===== config.mk =====
export PLATFORM = sky130hd
export DESIGN_NAME = f_minmax_stream
export DESIGN_NICKNAME = d
export VERILOG_FILES = /design/src/rtl/f_pkg.sv /design/src/rtl/f_lt_core.sv /design/src/rtl/f_minmax_stream.sv
export SDC_FILE = /design/constraint.sdc
export NUM_CORES = 1
export LEC_CHECK = 0
export ABC_AREA = 0
export BUFFER_PORTS_ARGS = -buffer_cell sky130_fd_sc_hd__buf_2
export CORE_ASPECT_RATIO = 0.8
export CORE_MARGIN = 2
export CORE_UTILIZATION = 60
export CTS_CLUSTER_SIZE = 40
export DETAILED_ROUTE_END_ITERATION = 10
export PLACE_DENSITY = 0.79
export SLEW_MARGIN = 20
export SYNTH_ARGS = -nofsm -noshare
export SYNTH_HDL_FRONTEND = slang
export SYNTH_HIERARCHICAL = 1
export SYNTH_SLANG_ARGS = --single-unit

===== constraint.sdc =====
create_clock -name clk -period 8.1 [get_ports clk]
set_clock_uncertainty 0.15 [all_clocks]
set_input_delay 1.62 -clock clk [delete_from_list [all_inputs] [get_ports clk]]
set_output_delay 1.62 -clock clk [all_outputs]
set_load 0.02 [all_outputs]

===== src/rtl/f_pkg.sv =====
// Shared IEEE-754 single-precision field constants, FSM state type and NaN test
// for the float min/max stream consumer.
package f_pkg;

    localparam int          SIGN_BIT = 31;
    localparam int          EXP_MSB  = 30;
    localparam int          EXP_LSB  = 23;
    localparam int          MANT_W   = 23;
    localparam logic [7:0]  EXP_ALL1 = 8'hFF;
    localparam logic [31:0] QNAN     = 32'h7FC00000;

    typedef enum logic [1:0] {
        IDLE,
        ACC,
        HOLD
    } state_e;

    function automatic logic is_nan(input logic [31:0] v);
        return (v[EXP_MSB:EXP_LSB] == EXP_ALL1) && (v[MANT_W-1:0] != '0);
    endfunction

endpackage


===== src/rtl/f_lt_core.sv =====
// Combinational a < b for two non-NaN single-precision values.
// Signed zeros compare equal; infinities are ordinary extremes.
module f_lt_core
    import f_pkg::*;
(
    input  logic [31:0] a,
    input  logic [31:0] b,
    output logic        lt
);

    logic [30:0] a_mag;
    logic [30:0] b_mag;
    logic        a_neg;
    logic        b_neg;

    always_comb begin
        a_mag = a[EXP_MSB:0];
        b_mag = b[EXP_MSB:0];
        a_neg = a[SIGN_BIT];
        b_neg = b[SIGN_BIT];
        lt    = 1'b0;
        if ((a_mag == '0) && (b_mag == '0)) begin
            lt = 1'b0;
        end else if (a_neg != b_neg) begin
            lt = a_neg;
        end else if (a_neg) begin
            lt = (a_mag > b_mag);
        end else begin
            lt = (a_mag < b_mag);
        end
    end

endmodule


===== src/rtl/f_minmax_stream.sv =====
// Per-frame running min/max/count/NaN over a float stream, one result per frame.
// Optional F_MINMAX_IDX_EN adds out_min_idx/out_max_idx (first-occurrence positions).
module f_minmax_stream
    import f_pkg::*;
#(
    parameter int CNT_W = 16
)
(
    input  logic             clk,
    input  logic             rst,
    input  logic             in_valid,
    output logic             in_ready,
    input  logic [31:0]      in_data,
    input  logic             in_last,
    output logic             out_valid,
    input  logic             out_ready,
    output logic [31:0]      out_min,
    output logic [31:0]      out_max,
    output logic [CNT_W-1:0] out_cnt,
    output logic             out_nan
`ifdef F_MINMAX_IDX_EN
    ,
    output logic [CNT_W-1:0] out_min_idx,
    output logic [CNT_W-1:0] out_max_idx
`endif
);

    state_e           state_q, state_d;
    logic [31:0]      min_q, min_d, max_q, max_d;
    logic [CNT_W-1:0] cnt_q, cnt_d;
    logic             nan_q, nan_d, seen_q, seen_d;
    logic [31:0]      out_min_q, out_min_d, out_max_q, out_max_d;
    logic [CNT_W-1:0] out_cnt_q, out_cnt_d;
    logic             out_nan_q, out_nan_d;
`ifdef F_MINMAX_IDX_EN
    logic [CNT_W-1:0] min_idx_q, min_idx_d, max_idx_q, max_idx_d;
    logic [CNT_W-1:0] out_min_idx_q, out_min_idx_d, out_max_idx_q, out_max_idx_d;
`endif

    logic             accept, first, word_nan, take_min, take_max;
    logic             base_seen, base_nan;
    logic [CNT_W-1:0] base_cnt;
    logic             new_lt_min, max_lt_new;

    f_lt_core u_lt_min (.a(in_data), .b(min_q),   .lt(new_lt_min));
    f_lt_core u_lt_max (.a(max_q),   .b(in_data), .lt(max_lt_new));

    assign in_ready  = (state_q != HOLD);
    assign out_valid = (state_q == HOLD);
    assign out_min   = out_min_q;
    assign out_max   = out_max_q;
    assign out_cnt   = out_cnt_q;
    assign out_nan   = out_nan_q;
`ifdef F_MINMAX_IDX_EN
    assign out_min_idx = out_min_idx_q;
    assign out_max_idx = out_max_idx_q;
`endif

    always_comb begin
        // NOTE: every signal gets a default before the case so no path can infer a latch.
        state_d   = state_q;
        min_d     = min_q;
        max_d     = max_q;
        cnt_d     = cnt_q;
        nan_d     = nan_q;
        seen_d    = seen_q;
        out_min_d = out_min_q;
        out_max_d = out_max_q;
        out_cnt_d = out_cnt_q;
        out_nan_d = out_nan_q;
`ifdef F_MINMAX_IDX_EN
        min_idx_d     = min_idx_q;
        max_idx_d     = max_idx_q;
        out_min_idx_d = out_min_idx_q;
        out_max_idx_d = out_max_idx_q;
`endif

        accept    = in_valid && in_ready;
        first     = (state_q == IDLE);
        word_nan  = is_nan(in_data);
        // A word accepted in IDLE opens a new frame, so stale accumulators are masked out.
        base_seen = !first && seen_q;
        base_nan  = !first && nan_q;
        base_cnt  = first ? '0 : cnt_q;
        take_min  = !word_nan && (!base_seen || new_lt_min);
        take_max  = !word_nan && (!base_seen || max_lt_new);

        case (state_q)
            IDLE, ACC: begin
                if (accept) begin
                    min_d  = take_min ? in_data : (first ? QNAN : min_q);
                    max_d  = take_max ? in_data : (first ? QNAN : max_q);
                    cnt_d  = (base_cnt == '1) ? base_cnt : base_cnt + CNT_W'(1);
                    nan_d  = base_nan || word_nan;
                    seen_d = base_seen || !word_nan;
`ifdef F_MINMAX_IDX_EN
                    min_idx_d = take_min ? base_cnt : (first ? '0 : min_idx_q);
                    max_idx_d = take_max ? base_cnt : (first ? '0 : max_idx_q);
`endif
                    if (in_last) begin
                        state_d   = HOLD;
                        out_min_d = min_d;
                        out_max_d = max_d;
                        out_cnt_d = cnt_d;
                        out_nan_d = nan_d;
`ifdef F_MINMAX_IDX_EN
                        out_min_idx_d = min_idx_d;
                        out_max_idx_d = max_idx_d;
`endif
                    end else begin
                        state_d = ACC;
                    end
                end
            end
            HOLD: begin
                if (out_ready) begin
                    state_d = IDLE;
                end
            end
            default: state_d = IDLE;
        endcase
    end

    always_ff @(posedge clk) begin
        // NOTE: non-blocking so every flop samples pre-edge values, independent of statement order.
        if (rst) begin
            state_q   <= IDLE;
            min_q     <= '0;
            max_q     <= '0;
            cnt_q     <= '0;
            nan_q     <= 1'b0;
            seen_q    <= 1'b0;
            out_min_q <= '0;
            out_max_q <= '0;
            out_cnt_q <= '0;
            out_nan_q <= 1'b0;
`ifdef F_MINMAX_IDX_EN
            min_idx_q     <= '0;
            max_idx_q     <= '0;
            out_min_idx_q <= '0;
            out_max_idx_q <= '0;
`endif
        end else begin
            state_q   <= state_d;
            min_q     <= min_d;
            max_q     <= max_d;
            cnt_q     <= cnt_d;
            nan_q     <= nan_d;
            seen_q    <= seen_d;
            out_min_q <= out_min_d;
            out_max_q <= out_max_d;
            out_cnt_q <= out_cnt_d;
            out_nan_q <= out_nan_d;
`ifdef F_MINMAX_IDX_EN
            min_idx_q     <= min_idx_d;
            max_idx_q     <= max_idx_d;
            out_min_idx_q <= out_min_idx_d;
            out_max_idx_q <= out_max_idx_d;
`endif
        end
    end

endmodule


Word-level counts from Yosys, hierarchy flattened

Index checks and enable logic that the tools add are counted.

Word-level logic and storage cells: 64
Bits of input ports: 37
Register bits after elaboration: 165
Output and inout port bits: 83

Reduce and logical (&&, ||, !) cells: 24
Add/sub/neg operators: 1
Multiplexer cells: 16
Equal/unequal tests: 9
$lt $le $gt $ge: 4

Operators by type and width:

| kind                  | number |
|---|---|
| $mux 32               | 4 |
| $logic_not 31->1      | 3 |
| $gt 31x31->1          | 2 |
| $lt 31x31->1          | 2 |
| $mux 16               | 2 |
| $reduce_bool 23->1    | 1 |
| $add 16x1->16 const B | 1 |
| $eq 16x16->1 const B  | 1 |
| $eq 8x8->1 const B    | 1 |
| $logic_and 1x1->1     | 8 |
| $mux 1                | 6 |
| $mux 2                | 3 |
| $logic_or 1x1->1      | 4 |
| $ne 2x2->1 const B    | 2 |
| $pmux 2 s2            | 1 |
| $reduce_and 2->1      | 2 |
| $logic_not 1->1       | 3 |
| $reduce_and 3->1      | 1 |
| $eq 2x1->1 const B    | 1 |
| $eq 2x2->1 const B    | 1 |
| $logic_not 2->1       | 1 |
| $ne 1x1->1            | 2 |
| $ne 2x1->1 const B    | 1 |
| $reduce_or 2->1       | 1 |

Logic depth before layout (Yosys ltp)

Gate-level depths: netlist of the first run.

Word-level depth: 7
Depth in mapped cells: 14
Mapped depth without buffers: 12

Cells and area by module

Netlist of the first run, hierarchy kept.

By module, submodules not included:

| module          | times used | cells an instance | seq. area each (µm²) | area each (µm²) |
|---|---|---|---|---|
| f_minmax_stream | 1          | 780               | 3,303.2              | 7,305.8 |
| f_lt_core       | 2          | 133               | 0.0                  | 923.4 |

Least setup slack after synthesis of the first run

OpenSTA, ideal clock, no wires.

Kind: input-to-reg
From: input in_data[24]
To: register max_q[10]
Path slack: 3,438 ps
Data required time: 7,833 ps
Buffers on the path: 1
Arrival: 4,395 ps
Stages on the path: 12
Library setup time: 117 ps
Cell sequence: inv_1 ha_1 a21o_1 a221o_1 a221o_1 o31a_1 a211oi_1 o211ai_2 o211ai_2 a21oi_1 buf_2 a22o_1

Longest elaborated chain between the ends: 7
Elaborated cells between the ends (all ways): 13
Classes of those cells: order compare: 2; eq/ne: 1; mux: 4; reduce/logical: 6

RTL lines:

| item                                                | RTL line                         | text |
|---|---|---|
| start, declared                                     | f_minmax_stream.sv:13            | `input logic [31:0] in_data,` |
| $lt 31x31->1 / $gt 31x31->1 (equally long branches) | f_lt_core.sv:29, f_lt_core.sv:27 |  |
| $mux 1                                              | f_lt_core.sv:26                  | `end else if (a_neg) begin` |
| $mux 1                                              | f_lt_core.sv:24                  | `end else if (a_neg != b_neg) begin` |
| $mux 1 *                                            | f_lt_core.sv:22                  | `if ((a_mag == '0) && (b_mag == '0)) begin` |
| via max_lt_new                                      | f_minmax_stream.sv:43            | `logic new_lt_min, max_lt_new;` |
| $logic_or 1x1->1 *                                  | f_minmax_stream.sv:86            | `take_max = !word_nan && (!base_seen \|\| max_lt_new);` |
| $logic_and 1x1->1 *                                 | f_minmax_stream.sv:86            |  |
| $mux 32 *                                           | f_minmax_stream.sv:92            | `max_d = take_max ? in_data : (first ? QNAN : max_q);` |
| end signal, assigned                                | f_minmax_stream.sv:146           | `max_q <= max_d;` |
| end, declared                                       | f_minmax_stream.sv:29            | `logic [31:0] min_q, min_d, max_q, max_d;` |

The timed path passes the listed nets; every way through them passes the cells marked *.
A chain may end at the register's enable or synchronous reset.

Worst setup path after layout of the first run

From: input in_data[29]
To: register out_max_q[3], in the netlist out_max[3]

Longest elaborated chain between the ends: 7
Elaborated cells between the ends (all ways): 13
Classes of those cells: order compare: 2; eq/ne: 1; mux: 4; reduce/logical: 6

RTL lines:

| item                                                | RTL line                         | text |
|---|---|---|
| $lt 31x31->1 / $gt 31x31->1 (equally long branches) | f_lt_core.sv:29, f_lt_core.sv:27 |  |
| $mux 1                                              | f_lt_core.sv:26                  |  |
| $mux 1                                              | f_lt_core.sv:24                  |  |
| $mux 1 *                                            | f_lt_core.sv:22                  |  |
| via max_lt_new                                      | f_minmax_stream.sv:43            |  |
| $logic_or 1x1->1 *                                  | f_minmax_stream.sv:86            |  |
| $logic_and 1x1->1 *                                 | f_minmax_stream.sv:86            |  |
| $mux 32 *                                           | f_minmax_stream.sv:92            |  |
| end signal, assigned                                | f_minmax_stream.sv:151           | `out_max_q <= out_max_d;` |
| end, declared                                       | f_minmax_stream.sv:32            | `logic [31:0] out_min_q, out_min_d, out_max_q, out_max_d;` |

Marked as above.

==> impl_metrics.json, run 1 <==
{
  "die_h_microns": 114.5,
  "initial_core_util": 0.6116,
  "grt_remaining_overflow": 0,
  "wl_microns": 27740,
  "drcViolationCount": 0,
  "grtUsageTotal": 0.3414,
  "grt_pass1_wl_microns": 43430,
  "dp_cells": 1287,
  "critPathKind": "in -> reg",
  "status": "finished clean",
  "setup_viol": 0,
  "path_cells": "buf_2 -> inv_1 -> ha_1 -> and4_1 -> nand4_1 -> nor3_1 -> a21boi_0 -> o31ai_1 -> a211oi_1 -> o211ai_2 -> o21ai_4 -> buf_12 -> a211oi_1 -> a2111oi_0",
  "worst_path_max_delay_cell": "o21ai_4",
  "port_buffers": 119,
  "area_delta_synth_final_pct": 12.45,
  "cap_violations": 0,
  "yosys_warnings": 6,
  "cts_hold_buf": 0,
  "drive_gt1_frac": 0.1816,
  "synth_edf_count": 0,
  "synth_top_area_cell": "dfxtp_1",
  "crit_required_ns": 8.25,
  "num_vias": 8917,
  "dr.pass1.iters": 6,
  "synth.avg_cell_area_sq_um": 8.750,
  "period_share": 0.7044,
  "netlist_instances": 1046,
  "grt_max_degree": 89,
  "cts_made_buffers": 17,
  "crit_arrival_ns": 5.85,
  "clock_latency_ns": 0.44,
  "synth-seq-cells": 165,
  "synth_top_area_frac": 0.3609,
  "fmax_mhz": 175.3,
  "cts.sinks": 165,
  "clk_pin_slew_ns": 0.07,
  "nets": 1217,
  "drt_iter0_drc": 1078,
  "crit_fanout": 40,
  "place_congestion": 0.9488,
  "htreeDepth": 4,
  "layout.cells.non_filler": 1318,
  "start_kind": "input port",
  "tns_ns": 0,
  "syn_nets": 1146,
  "slew_violations": 0,
  "clockBufferDepth": 2,
  "crit_top_cell": "a211oi_1",
  "wire_per_inst_microns": 21.05,
  "ant_nets": 0,
  "diodes": 0,
  "hold_viol": 0,
  "cts-resized-gates": 0,
  "fill_cells": 1238,
  "cts_root_buf": "clkbuf_16",
  "ios": 120,
  "cts_post_setup_buffers_inserted": 0,
  "place_area_sq_mm": 0.009741,
  "fin_ws_ns": 2.395,
  "die_width_microns": 142.1,
  "cpPeakStageDelay_ns": 0.82,
  "core_area_sq_mm": 0.01496,
  "tightestPinTransition_ns": 1.012,
  "dp_hpwl_microns": 18330,
  "synthDistinctLibCells": 71,
  "synthesis.area_sq_mm": 0.009153,
  "dieArea_sq_mm": 0.01626,
  "num_rows": 40,
  "avgViaCountPerCell": 6.766,
  "cp-end-kind": "register",
  "synthArstFlopShare": 0,
  "synth_top_cells_by_count": "165 x dfxtp_1, 144 x nor2_1, 89 x a211oi_1, 69 x inv_1, 63 x ha_1",
  "slew_headroom": 0.3230,
  "dp_slack_ns": 2.162,
  "hold_path.class": "reg -> reg",
  "rsz0062_at_grt": "false",
  "cts_tree": "done",
  "grt_pass1_vias": 8016,
  "yosysMostFrequentCell": "dfxtp_1",
  "antenna_found_initial": 0,
  "period_needed_ns": 5.705,
  "final_area_sq_mm": 0.01029,
  "synthTopCellsByArea": "dfxtp_1 36%, ha_1 8.6%, a211oi_1 7.3%",
  "powerDensity_mw_per_mm2": 199.0,
  "synth_top_flop_cell": "dfxtp_1",
  "p_leak_nw": 4.054,
  "ys_seq_area_frac": 0.3609,
  "ir_drop_uv": 160.6
}
==> cells in the final DEF, fill, tap and decap left out, drive strengths merged, types with 3 or more instances in the layout <==
| master | netlist | layout |
|---|---|---|
| o31ai | 5 | 5 |
| ha | 63 | 63 |
| o2111ai | 4 | 4 |
| nand4 | 26 | 26 |
| a211oi | 90 | 90 |
| clkinv | 0 | 7 |
| a31oi | 5 | 5 |
| inv | 69 | 71 |
| and2 | 7 | 7 |
| a22o | 46 | 46 |
| a21o | 3 | 3 |
| a311oi | 3 | 3 |
| nor3 | 27 | 27 |
| or4 | 4 | 4 |
| a221oi | 4 | 4 |
| nor2 | 144 | 144 |
| nand3b | 4 | 4 |
| nor4 | 41 | 41 |
| o31a | 11 | 11 |
| nand2 | 39 | 39 |
| nand3 | 19 | 19 |
| and4 | 5 | 5 |
| buf | 35 | 131 |
| a21oi | 51 | 51 |
| clkbuf | 44 | 19 |
| o211ai | 7 | 7 |
| dfxtp | 165 | 165 |
| o21ai | 20 | 20 |
| nand2b | 4 | 4 |
| xnor2 | 7 | 7 |
| o2bb2ai | 9 | 9 |
| a221o | 4 | 4 |
| mux2i | 4 | 4 |
| a2111oi | 47 | 47 |
==> worst max-delay path, delay by kind of cell <==
kind            cells  cell delay (ns)
compound gates      7             2.65
fa+ha+maj           1             0.31
buf+inv             3             0.57
simple gates        3             0.69
==> metrics by stage <==
step,power [mW],utilization,hold slack [ns]
after floorplan,1.159,-,0.3090
after global placement,1.276,0.6509,0.3270
after detailed placement,1.283,0.6509,0.3306
after CTS,2.040,0.6875,0.3428
after global routing,2.126,0.6878,0.3639
final,2.048,0.6878,0.3436
==> area by class of cell <==
class | count | area, sq um | area share
flip-flops and latches | 165 | 3303 | 0.3209
well taps | 189 | 236.5 | 0.02298
repair buffers | 131 | 700.7 | 0.06808
clock buffers | 19 | 442.9 | 0.04303
clock inverters | 12 | 105.1 | 0.01021
inverters | 69 | 259.0 | 0.02516
multi-input cells | 733 | 5245 | 0.5096
==> state kept, by name (all words and copies together), names as in the netlist, 2 cells and up <==
register / flops
out_min: 32
out_cnt: 16
cnt_q: 16
state_q: 2
out_max: 32
min_q: 32
max_q: 32
==> layer usage <==
metal  up-vias  share of wire  GRT usage
met5         -              0          0
met4         0          0.019    0.07333
met3        65           0.12    0.09954
met2       526           0.42     0.5018
met1      4197           0.44     0.4970
li1       4129              -          -
==> cell families (layout without fill, tap and decap cells) <==
group,after synthesis,after routing,share of synthesized area
compound gates,327,327,0.2890
fa+ha+maj,63,63,0.08612
mux,4,4,0.004375
flops,165,165,0.3609
buf+inv,148,231,0.06712
xor+xnor,9,9,0.008613
simple gates,330,330,0.1839
==> path summary, 6_finish.rpt <==
kind / start / to / slack [ns] / cells after the start
min reg2reg: out_cnt[9] / out_cnt[9] / 0.34 / 2
max: in_data[29] / out_max[3] / 2.39 / 14
max reg2reg: min_q[13] / out_min[1] / 3.29 / 12
min: out_cnt[9] / out_cnt[9] / 0.34 / 2
==> where the power goes <==
group	total, mW	switching [mW]	internal, mW
sequential	0.920	0.0558	0.865
combinational	0.362	0.236	0.126
clock	0.766	0.337	0.428
total	2.05	0.629	1.42
(Power assumes the default switching activity.)
==> run 2: changes to the inputs <==
--- a/config.mk
+++ b/config.mk
@@ -9,10 +9,10 @@
 export BUFFER_PORTS_ARGS = -buffer_cell sky130_fd_sc_hd__buf_2
 export CORE_ASPECT_RATIO = 0.8
 export CORE_MARGIN = 2
-export CORE_UTILIZATION = 60
+export CORE_UTILIZATION = 53
 export CTS_CLUSTER_SIZE = 40
 export DETAILED_ROUTE_END_ITERATION = 10
-export PLACE_DENSITY = 0.79
+export PLACE_DENSITY = 0.74
 export SLEW_MARGIN = 20
 export SYNTH_ARGS = -nofsm -noshare
 export SYNTH_HDL_FRONTEND = slang
==> constraint.sdc (replaced) <==
create_clock -name clk -period 5.12 [get_ports clk]
set_clock_uncertainty 0.15 [all_clocks]
set_input_delay 1.024 -clock clk [delete_from_list [all_inputs] [get_ports clk]]
set_output_delay 1.024 -clock clk [all_outputs]
set_load 0.02 [all_outputs]
==> impl_metrics.json, run 2 (synthesized netlist as in run 1, its figures left out) <==
{
  "status": "finished clean",
  "grt_pass1_vias": 8186,
  "initial_core_util": 0.5477,
  "final_common_cell": "dfxtp_1",
  "htreeDepth": 4,
  "setup_viol": 0,
  "reg2reg_to": "out_max[2]",
  "wl_microns": 28100,
  "tns_ns": 0,
  "ios": 120,
  "core_area_sq_mm": 0.01671,
  "cap_violations": 0,
  "grt_remaining_overflow": 0,
  "drive_gt1_frac": 0.1913,
  "critPathKind": "in -> reg",
  "powerDensity_mw_per_mm2": 318.5,
  "avgViaCountPerCell": 6.529,
  "clockBufferDepth": 2,
  "num_rows": 42,
  "grt_max_degree": 62,
  "slew_violations": 0,
  "fmax_mhz": 215.8,
  "dr.pass1.iters": 6,
  "grtUsageTotal": 0.3110,
  "slew_headroom": 0.4044,
  "hold_end": "cnt_q[7]",
  "cts_hold_buf": 0,
  "clk_pin_slew_ns": 0.07,
  "dp_hpwl_microns": 19390,
  "rsz0062_at_grt": "false",
  "cts-resized-gates": 0,
  "nets": 1233,
  "cts.sinks": 165,
  "p_leak_nw": 4.149,
  "hold_viol": 0,
  "cp-end-kind": "register",
  "dp_cells": 1334,
  "port_buffers": 119,
  "r2r_slack_ns": 0.92,
  "final_cell_mix": "165 x dfxtp_1, 144 x nor2_1, 118 x buf_2",
  "dieArea_sq_mm": 0.01834,
  "num_vias": 8912,
  "place_congestion": 0.9602,
  "fin_ws_ns": 0.4861,
  "area_delta_synth_final_pct": 14.85,
  "reg2reg_depth": 12,
  "whs_ns": 0.3438,
  "die_h_microns": 121.5,
  "period_share": 0.9051,
  "drcViolationCount": 0,
  "post-route-util": 0.6290,
  "layout.cells.non_filler": 1365,
  "period_needed_ns": 4.634,
  "wire_per_inst_microns": 20.59,
  "cts_tree": "done",
  "ant_nets": 0,
  "crit_fanout": 44,
  "ir_drop_uv": 209.8,
  "clock_latency_ns": 0.44,
  "reg2reg_from": "max_q[29]",
  "antenna_found_initial": 0,
  "diodes": 0,
  "tightestPinTransition_ns": 0.8902,
  "cts_made_buffers": 17,
  "crit_required_ns": 5.26,
  "start_kind": "input port",
  "grt_pass1_wl_microns": 44660,
  "drt_iter0_drc": 1078,
  "die_width_microns": 150.9,
  "hp-start": "cnt_q[7]",
  "crit_arrival_ns": 4.78,
  "hold_path.class": "reg -> reg",
  "cts_root_buf": "clkbuf_16",
  "cts_post_setup_buffers_inserted": 0,
  "hold_depth": 2,
  "dp_slack_ns": 0.2436
}
## run 2: changes by cell type in the layout (fill, tap and decap cells not counted)
cell / delta
clkinv_4: +1
inv_6: -1
clkinv_2: -4
a21oi_1: +1
a21oi_2: -1
buf_4: +15
buf_12: +1
clkbuf_1: +1
clkinvlp_4: +1
bufinv_16: +2
## run 2: critical path: stages
cell and delay [ns]:
buf_2 0.17, inv_1 0.06, ha_1 0.31, and4_1 0.23, nand4_1 0.19, nor3_1 0.44, a21boi_0 0.42, o31ai_1 0.16
a211oi_1 0.52, o211ai_2 0.21, o21ai_4 0.21, buf_12 0.24, a211oi_1 0.09, a2111oi_0 0.46
## run 2: final cells by class
type	count	area, sq um
fill	1466	6200
multi-input combinational	733	5241
sequential	165	3303
timing repair buffer	147	833.3
clock buffer	20	446.7
tap	220	275.3
inverter	69	259.0
clock inverter	11	152.6
## run 2: metal layers
metal / track usage / up-vias / wire (microns) / share of wire
met5: 0 / - / 0 / 0
met4: 0.08645 / 0 / 409 / 0.015
met3: 0.06067 / 45 / 2795 / 0.099
met2: 0.4483 / 491 / 12040 / 0.43
met1: 0.4712 / 4222 / 12860 / 0.46
li1: - / 4154 / - / -
## run 2: how the worst max path moves through the flow
stage,from,endpoint,slack [ns],cells past startpoint
after detailed placement,in_data[29],out_max[0],0.24,14
after CTS,in_data[29],out_max[2],0.62,14
after global placement,in_data[29],out_max[31],0.29,14
after global routing,in_data[29],out_max[0],0.40,14
final,in_data[29],out_max[2],0.49,14
after floorplan,in_data[24],max_q[10],1.05,12
## run 2: power by group
part	leakage (nW)	switching (mW)	internal [mW]
Clock	0.283	0.534	0.779
Combinational	2.51	0.376	0.207
Sequential	1.36	0.0849	1.37
## run 2: through the flow
| step | area [sq um] | total power, mW |
|---|---|---|
| floorplan | 9153 | 1.834 |
| global placement | 9912 | 2.032 |
| detailed placement | 9912 | 2.044 |
| CTS | 10510 | 3.342 |
| global route | 10510 | 3.481 |
| finish | 10510 | 3.348 |
